--- src/rtl/rr_arb_if.sv ---
// Handshake bundle between requesters and the round-robin arbiter.
// The master side drives requests and release; the slave side returns the grant.
interface rr_arb_if #(
   parameter int N = 4
);
   localparam int OW = $clog2(N);

   logic [N-1:0]  req;
   logic          rel;
   logic [N-1:0]  gnt;
   logic [OW-1:0] owner;
   logic          busy;
   logic          timeout;

   modport master (
      output req,
      output rel,
      input  gnt,
      input  owner,
      input  busy,
      input  timeout
   );

   modport slave (
      input  req,
      input  rel,
      output gnt,
      output owner,
      output busy,
      output timeout
   );
endinterface

--- src/rtl/rr_arb_ctrl.sv ---
// Round-robin arbiter with IDLE/HOLD/GAP grant sequencing and registered outputs.
// Define ARB_TIMEOUT_EN to enable the hold counter that revokes grants after MAX_HOLD cycles.
module rr_arb_ctrl #(
   parameter int N        = 4,
   parameter int MAX_HOLD = 8
) (
   input  logic      clk,
   input  logic      rst,
   rr_arb_if.slave   arb
);

   localparam int OW = $clog2(N);
   localparam int CW = $clog2(MAX_HOLD + 1);
   localparam bit CFG_OK = (N >= 2) && (N <= 8) && (MAX_HOLD >= 1) && (MAX_HOLD <= 255);

   typedef enum logic [1:0] {
      IDLE = 2'd0,
      HOLD = 2'd1,
      GAP  = 2'd2
   } state_t;

   state_t        state_q, state_d;
   logic [N-1:0]  gnt_q, gnt_d;
   logic [OW-1:0] owner_q, owner_d;
   logic [OW-1:0] ptr_q, ptr_d;
   logic          busy_q, busy_d;
   logic          timeout_q, timeout_d;

   logic          win_valid;
   logic [OW-1:0] win_idx;
   logic [OW-1:0] win_next;
   logic [N-1:0]  win_onehot;
   logic          owner_req;

   // Scan from ptr upward with wrap; the lowest offset that hits wins,
   // so iterate from the far end and let closer hits overwrite.
   always_comb begin
      int            idx;
      logic [OW-1:0] cand;
      win_valid = 1'b0;
      win_idx   = '0;
      idx       = 0;
      cand      = '0;
      for (int k = N - 1; k >= 0; k--) begin
         idx = int'(ptr_q) + k;
         if (idx >= N) begin
            idx = idx - N;
         end
         cand = OW'(idx);
         if (arb.req[cand]) begin
            win_valid = 1'b1;
            win_idx   = cand;
         end
      end
   end

   always_comb begin
      int nxt;
      nxt = int'(win_idx) + 1;
      if (nxt >= N) begin
         nxt = 0;
      end
      win_next = OW'(nxt);
   end

   genvar gi;
   generate
      for (gi = 0; gi < N; gi++) begin : g_onehot
         assign win_onehot[gi] = (win_idx == OW'(gi));
      end
   endgenerate

   assign owner_req = arb.req[owner_q];

`ifdef ARB_TIMEOUT_EN
   logic [CW-1:0] cnt_q, cnt_d;
`endif

   always_comb begin
      state_d   = state_q;
      gnt_d     = gnt_q;
      owner_d   = owner_q;
      busy_d    = busy_q;
      ptr_d     = ptr_q;
      timeout_d = 1'b0;
`ifdef ARB_TIMEOUT_EN
      cnt_d     = cnt_q;
`endif
      case (state_q)
         IDLE: begin
            if (win_valid) begin
               state_d = HOLD;
               gnt_d   = win_onehot;
               owner_d = win_idx;
               busy_d  = 1'b1;
               ptr_d   = win_next;
`ifdef ARB_TIMEOUT_EN
               cnt_d   = CW'(1);
`endif
            end
         end
         HOLD: begin
            // Voluntary release or a dropped request outranks the hold limit.
            if (arb.rel || !owner_req) begin
               state_d = GAP;
               gnt_d   = '0;
               owner_d = '0;
               busy_d  = 1'b0;
`ifdef ARB_TIMEOUT_EN
               cnt_d   = '0;
            end else if (cnt_q == CW'(MAX_HOLD)) begin
               state_d   = GAP;
               gnt_d     = '0;
               owner_d   = '0;
               busy_d    = 1'b0;
               timeout_d = 1'b1;
               cnt_d     = '0;
            end else begin
               cnt_d = cnt_q + CW'(1);
`endif
            end
         end
         GAP: begin
            state_d = IDLE;
         end
         default: begin
            state_d = IDLE;
            gnt_d   = '0;
            owner_d = '0;
            busy_d  = 1'b0;
         end
      endcase
   end

   always_ff @(posedge clk or posedge rst) begin
      if (rst) begin
         state_q   <= IDLE;
         gnt_q     <= '0;
         owner_q   <= '0;
         ptr_q     <= '0;
         busy_q    <= 1'b0;
         timeout_q <= 1'b0;
`ifdef ARB_TIMEOUT_EN
         cnt_q     <= '0;
`endif
      end else begin
         state_q   <= state_d;
         gnt_q     <= gnt_d;
         owner_q   <= owner_d;
         ptr_q     <= ptr_d;
         busy_q    <= busy_d;
         timeout_q <= timeout_d;
`ifdef ARB_TIMEOUT_EN
         cnt_q     <= cnt_d;
`endif
      end
   end

   assign arb.gnt     = gnt_q;
   assign arb.owner   = owner_q;
   assign arb.busy    = busy_q;
   assign arb.timeout = timeout_q;

   // Structural invariants of the grant outputs.
   a_cfg_ok:    assert property (@(posedge clk) CFG_OK);
   a_onehot:    assert property (@(posedge clk) disable iff (rst) $onehot0(gnt_q));
   a_busy:      assert property (@(posedge clk) disable iff (rst) busy_q == (|gnt_q));
   a_gap_empty: assert property (@(posedge clk) disable iff (rst) (state_q == GAP) |-> (gnt_q == '0));
   a_idle_zero: assert property (@(posedge clk) disable iff (rst) (gnt_q == '0) |-> (owner_q == '0));

endmodule
--- src/flat_wrapper.sv ---
// flat-port wrapper written by rule: the top's interface ports become plain ports
module rr_arb_ctrl_flat 
#(
   parameter int N        = 4,
   parameter int MAX_HOLD = 8
)
  (clk, rst, arb_req, arb_rel, arb_gnt, arb_owner, arb_busy, arb_timeout);
  rr_arb_if #(.N(N)) arb_i ();
  input  logic clk;
  input  logic rst;
  input wire logic [$bits(arb_i.req)-1:0] arb_req;
  input wire logic [$bits(arb_i.rel)-1:0] arb_rel;
  output wire logic [$bits(arb_i.gnt)-1:0] arb_gnt;
  output wire logic [$bits(arb_i.owner)-1:0] arb_owner;
  output wire logic [$bits(arb_i.busy)-1:0] arb_busy;
  output wire logic [$bits(arb_i.timeout)-1:0] arb_timeout;
  assign arb_i.req = arb_req;
  assign arb_i.rel = arb_rel;
  assign arb_gnt = arb_i.gnt;
  assign arb_owner = arb_i.owner;
  assign arb_busy = arb_i.busy;
  assign arb_timeout = arb_i.timeout;
  rr_arb_ctrl #(.N(N), .MAX_HOLD(MAX_HOLD)) u_core (.clk(clk), .rst(rst), .arb(arb_i));
endmodule
--- config.mk ---
export PLATFORM = sky130hd
export DESIGN_NAME = rr_arb_ctrl_flat
export DESIGN_NICKNAME = d
export VERILOG_FILES = /design/src/rtl/rr_arb_if.sv /design/src/rtl/rr_arb_ctrl.sv /design/src/flat_wrapper.sv
export SDC_FILE = /design/constraint.sdc
export NUM_CORES = 1
export LEC_CHECK = 0
export BUFFER_PORTS_ARGS = -buffer_cell sky130_fd_sc_hd__buf_2
export CORE_AREA = 2 2 39 41
export CTS_BUF_LIST = sky130_fd_sc_hd__clkbuf_2
export DETAILED_ROUTE_END_ITERATION = 8
export DIE_AREA = 0 0 41 43
export PLACE_DENSITY = 0.7
export SLEW_MARGIN = 20
export SYNTH_ARGS = -nofsm -noshare
export SYNTH_HDL_FRONTEND = slang
export SYNTH_SLANG_ARGS = --single-unit
--- constraint.sdc ---
create_clock -name clk -period 5.1 [get_ports clk]
set_input_delay 1.53 -clock clk [delete_from_list [all_inputs] [get_ports clk]]
set_output_delay 1.53 -clock clk [all_outputs]
set_load 0.005 [all_outputs]
==> metrics.txt <==
cell family with most CP delay compound AO/OA/AOI/OAI gates; # DRC 0; fmax 369 MHz; Worst EP arrival 2890 ps; top cells by area, synth dfrtp_1 48%, a22o_1 9.2%, ha_1 8.7%; Final Hold Viols 0; DRT iter0 DRCs 8; Post-layout nets 79; min-delay worst type flop to flop; top cell type's share of synthesized area 48.0%; DRT antenna net count 0; FP Rows 14; Crit Path Max Fanout 5; R2R depth 6; Netlist cell types 23; Placeable Area 0.00138 mm^2; maximum clock path buffer count 2; CTS tree yes; Worst-Skew Late Latency 290 ps; CP Capture Type flop; first-pass GRT wire length 1810 um; Buf+Inv Stages, Crit Path 2; I/O pins 15; Tightest Pin Transition 566 ps; Synth top cells by count 11 x dfrtp_1, 6 x a22o_1, 5 x inv_1; syn nets 62; Max VDD drop 282 uV; Worst Clk Skew 12.3 ps; initial antenna violation count 0; Synth Cell Area 573 um^2; Hold WS 483 ps; Rel. slew slack 62.0%; area grow syn2layout 17.5%; RSZ-0062 raised after global routing false; IO Port Bufs 13; Post-CTS Setup Bufs 0; Final Max Tran Viols 0; Slowest cell on crit path a211oi_1; Setup CP Type input port to flop; post-synthesis area per instance 11.2 um^2; reg2reg start u_core.ptr_q[1]; DRT Pass-1 Iters 4; number of flops mapped to enable cells by yosys 0; GRT Util Overall 15.9%; routed len/inst 13.0 um; crit path launch type input port; hold_buf cts 0; status finished, final reports clean; post-CTS sizing 0; Hold EP u_core.arb.busy; Final min period 2710 ps; Initial Util 41.4%; Max Cap Viol 0; depth of the CTS H-tree 1; pwr/cell area 565 mW/mm^2; final setup vio count 0; Mapped Cells 51; vias in the first global route 429; Overflow after GRT 0; r2r setup slk 3290 ps; CTS buffer count 3; die width 41 um; Clock Pin Slew Worst Setup and Hold Paths 110 ps; GP Congestion 0.781; clock root buffer clkbuf_2; period utilization 53.1%; Die ar. 0.00176 mm^2; largest net degree at the start of global routing 12; total number of vias 435; clock sinks 11; die height 43 um; number of synthesized register bits 11; critical path's largest stage delay 500 ps; Fillers 125; Top FF cell, synth dfrtp_1; FFs w/ async S/R, synth 100%; most common cell in the netlist dfrtp_1; Leakage 0.362 nW; area leader, netlist dfrtp_1; Seq/Total Area, Yosys 48.0%; Worst Min Path Start u_core.arb.busy; depth of the worst hold-timing path 1; DP HPWL 758 um; vias per inst 5.24; final WL 1080 um; Sum Neg Setup Slack 0 ps; WP data required 5280 ps; R2R Path End u_core.arb.gnt[0]; share of cells above drive strength 1 32.8%; antenna cells 0; CP cell instances buf_2, nand2_1, a21oi_1, a211oi_1, inv_1, ha_1, a22o_1; Synth Warn # 0
==> kinds of logic after synthesis <==
logic type,Yosys count,share of synthesized area [%]
AOI/OAI and AO/OA,14,18.3
adders and majority gates,4,8.73
buffers and inverters,7,5.46
DFF,11,48.0
muxes,3,7.64
other,1,0.654
and+or+nand+nor,11,11.1
==> report_power, final <==
part           total (W)  switching, W  internal, W
logic           0.000165     0.0000801    0.0000850
clock network  0.0000561     0.0000353    0.0000208
registers       0.000159     0.0000320     0.000127
==> area by class of cell <==
cell class / count / area [um^2] / area share, %
clock buffer: 4 / 20.0 / 2.97
inverter: 5 / 18.8 / 2.79
multi-input combinational: 33 / 267 / 39.6
sequential: 11 / 275 / 40.9
tap: 16 / 20.0 / 2.97
timing repair buffer: 14 / 72.6 / 10.8
==> stage by stage <==
step                std cells  instance area [um^2]  utilization (%)  total power [W]  setup slack (ps)
floorplan                  51                   573                -         0.000272              2340
detailed placement         79                   653             47.2         0.000329              2090
CTS                        83                   673             48.6         0.000382              2390
global route               83                   673             48.6         0.000412              2310
finish                     83                   673             48.6         0.000380              2390
global placement           79                   653             47.2         0.000324              2130
==> worst max-delay path by stage <==
stage               cells after the start                end  startpoint  slack (ps)
floorplan                               5    u_core.ptr_q[1]  arb_req[0]        2340
global placement                        6    u_core.ptr_q[1]  arb_req[0]        2130
detailed placement                      6    u_core.ptr_q[1]  arb_req[0]        2090
CTS                                     7  u_core.arb.gnt[0]  arb_req[0]        2390
global route                            6    u_core.ptr_q[1]  arb_req[0]        2310
finish                                  7  u_core.arb.gnt[0]  arb_req[0]        2390
==> worst reg2reg max path: stages (launching register included) <==
cell and delay [ps]:
dfrtp_1 450, nand2_1 100, a21oi_1 70, a211oi_1 500, inv_1 150, ha_1 230
a22o_1 200
==> metal layers <==
metal	global-route usage, %	share of wire, %	up-vias
met2	22.8	46	11
met1	19.7	45	205
met5	0	0	-
met3	5.24	4.9	5
met4	10.0	3.4	0
li1	-	-	214
==> flip-flops by register name, summed over array words and instances, names as in the netlist <==
signal	count
u_core.arb.gnt	4
u_core.arb.owner	2
u_core.ptr_q	2
u_core.state_q	2
u_core.arb.busy	1
==> cells in the final DEF (no fill, tap or decap) <==
master      n
a21oi_1     4
buf_2      13
mux4_2      1
nor3b_1     2
mux2i_1     1
mux2_2      1
a21o_1      1
nand2_1     2
o21ai_2     1
nand2_2     1
inv_1       5
ha_1        4
nor2_1      2
clkbuf_2    4
a22o_1      6
nand3b_1    1
and3b_1     1
conb_1      1
nor4_1      1
dfrtp_1    11
buf_4       1
nor3_1      1
a2bb2oi_1   1
a211oi_1    1
Note: power is estimated with default switching activity, not from simulation.
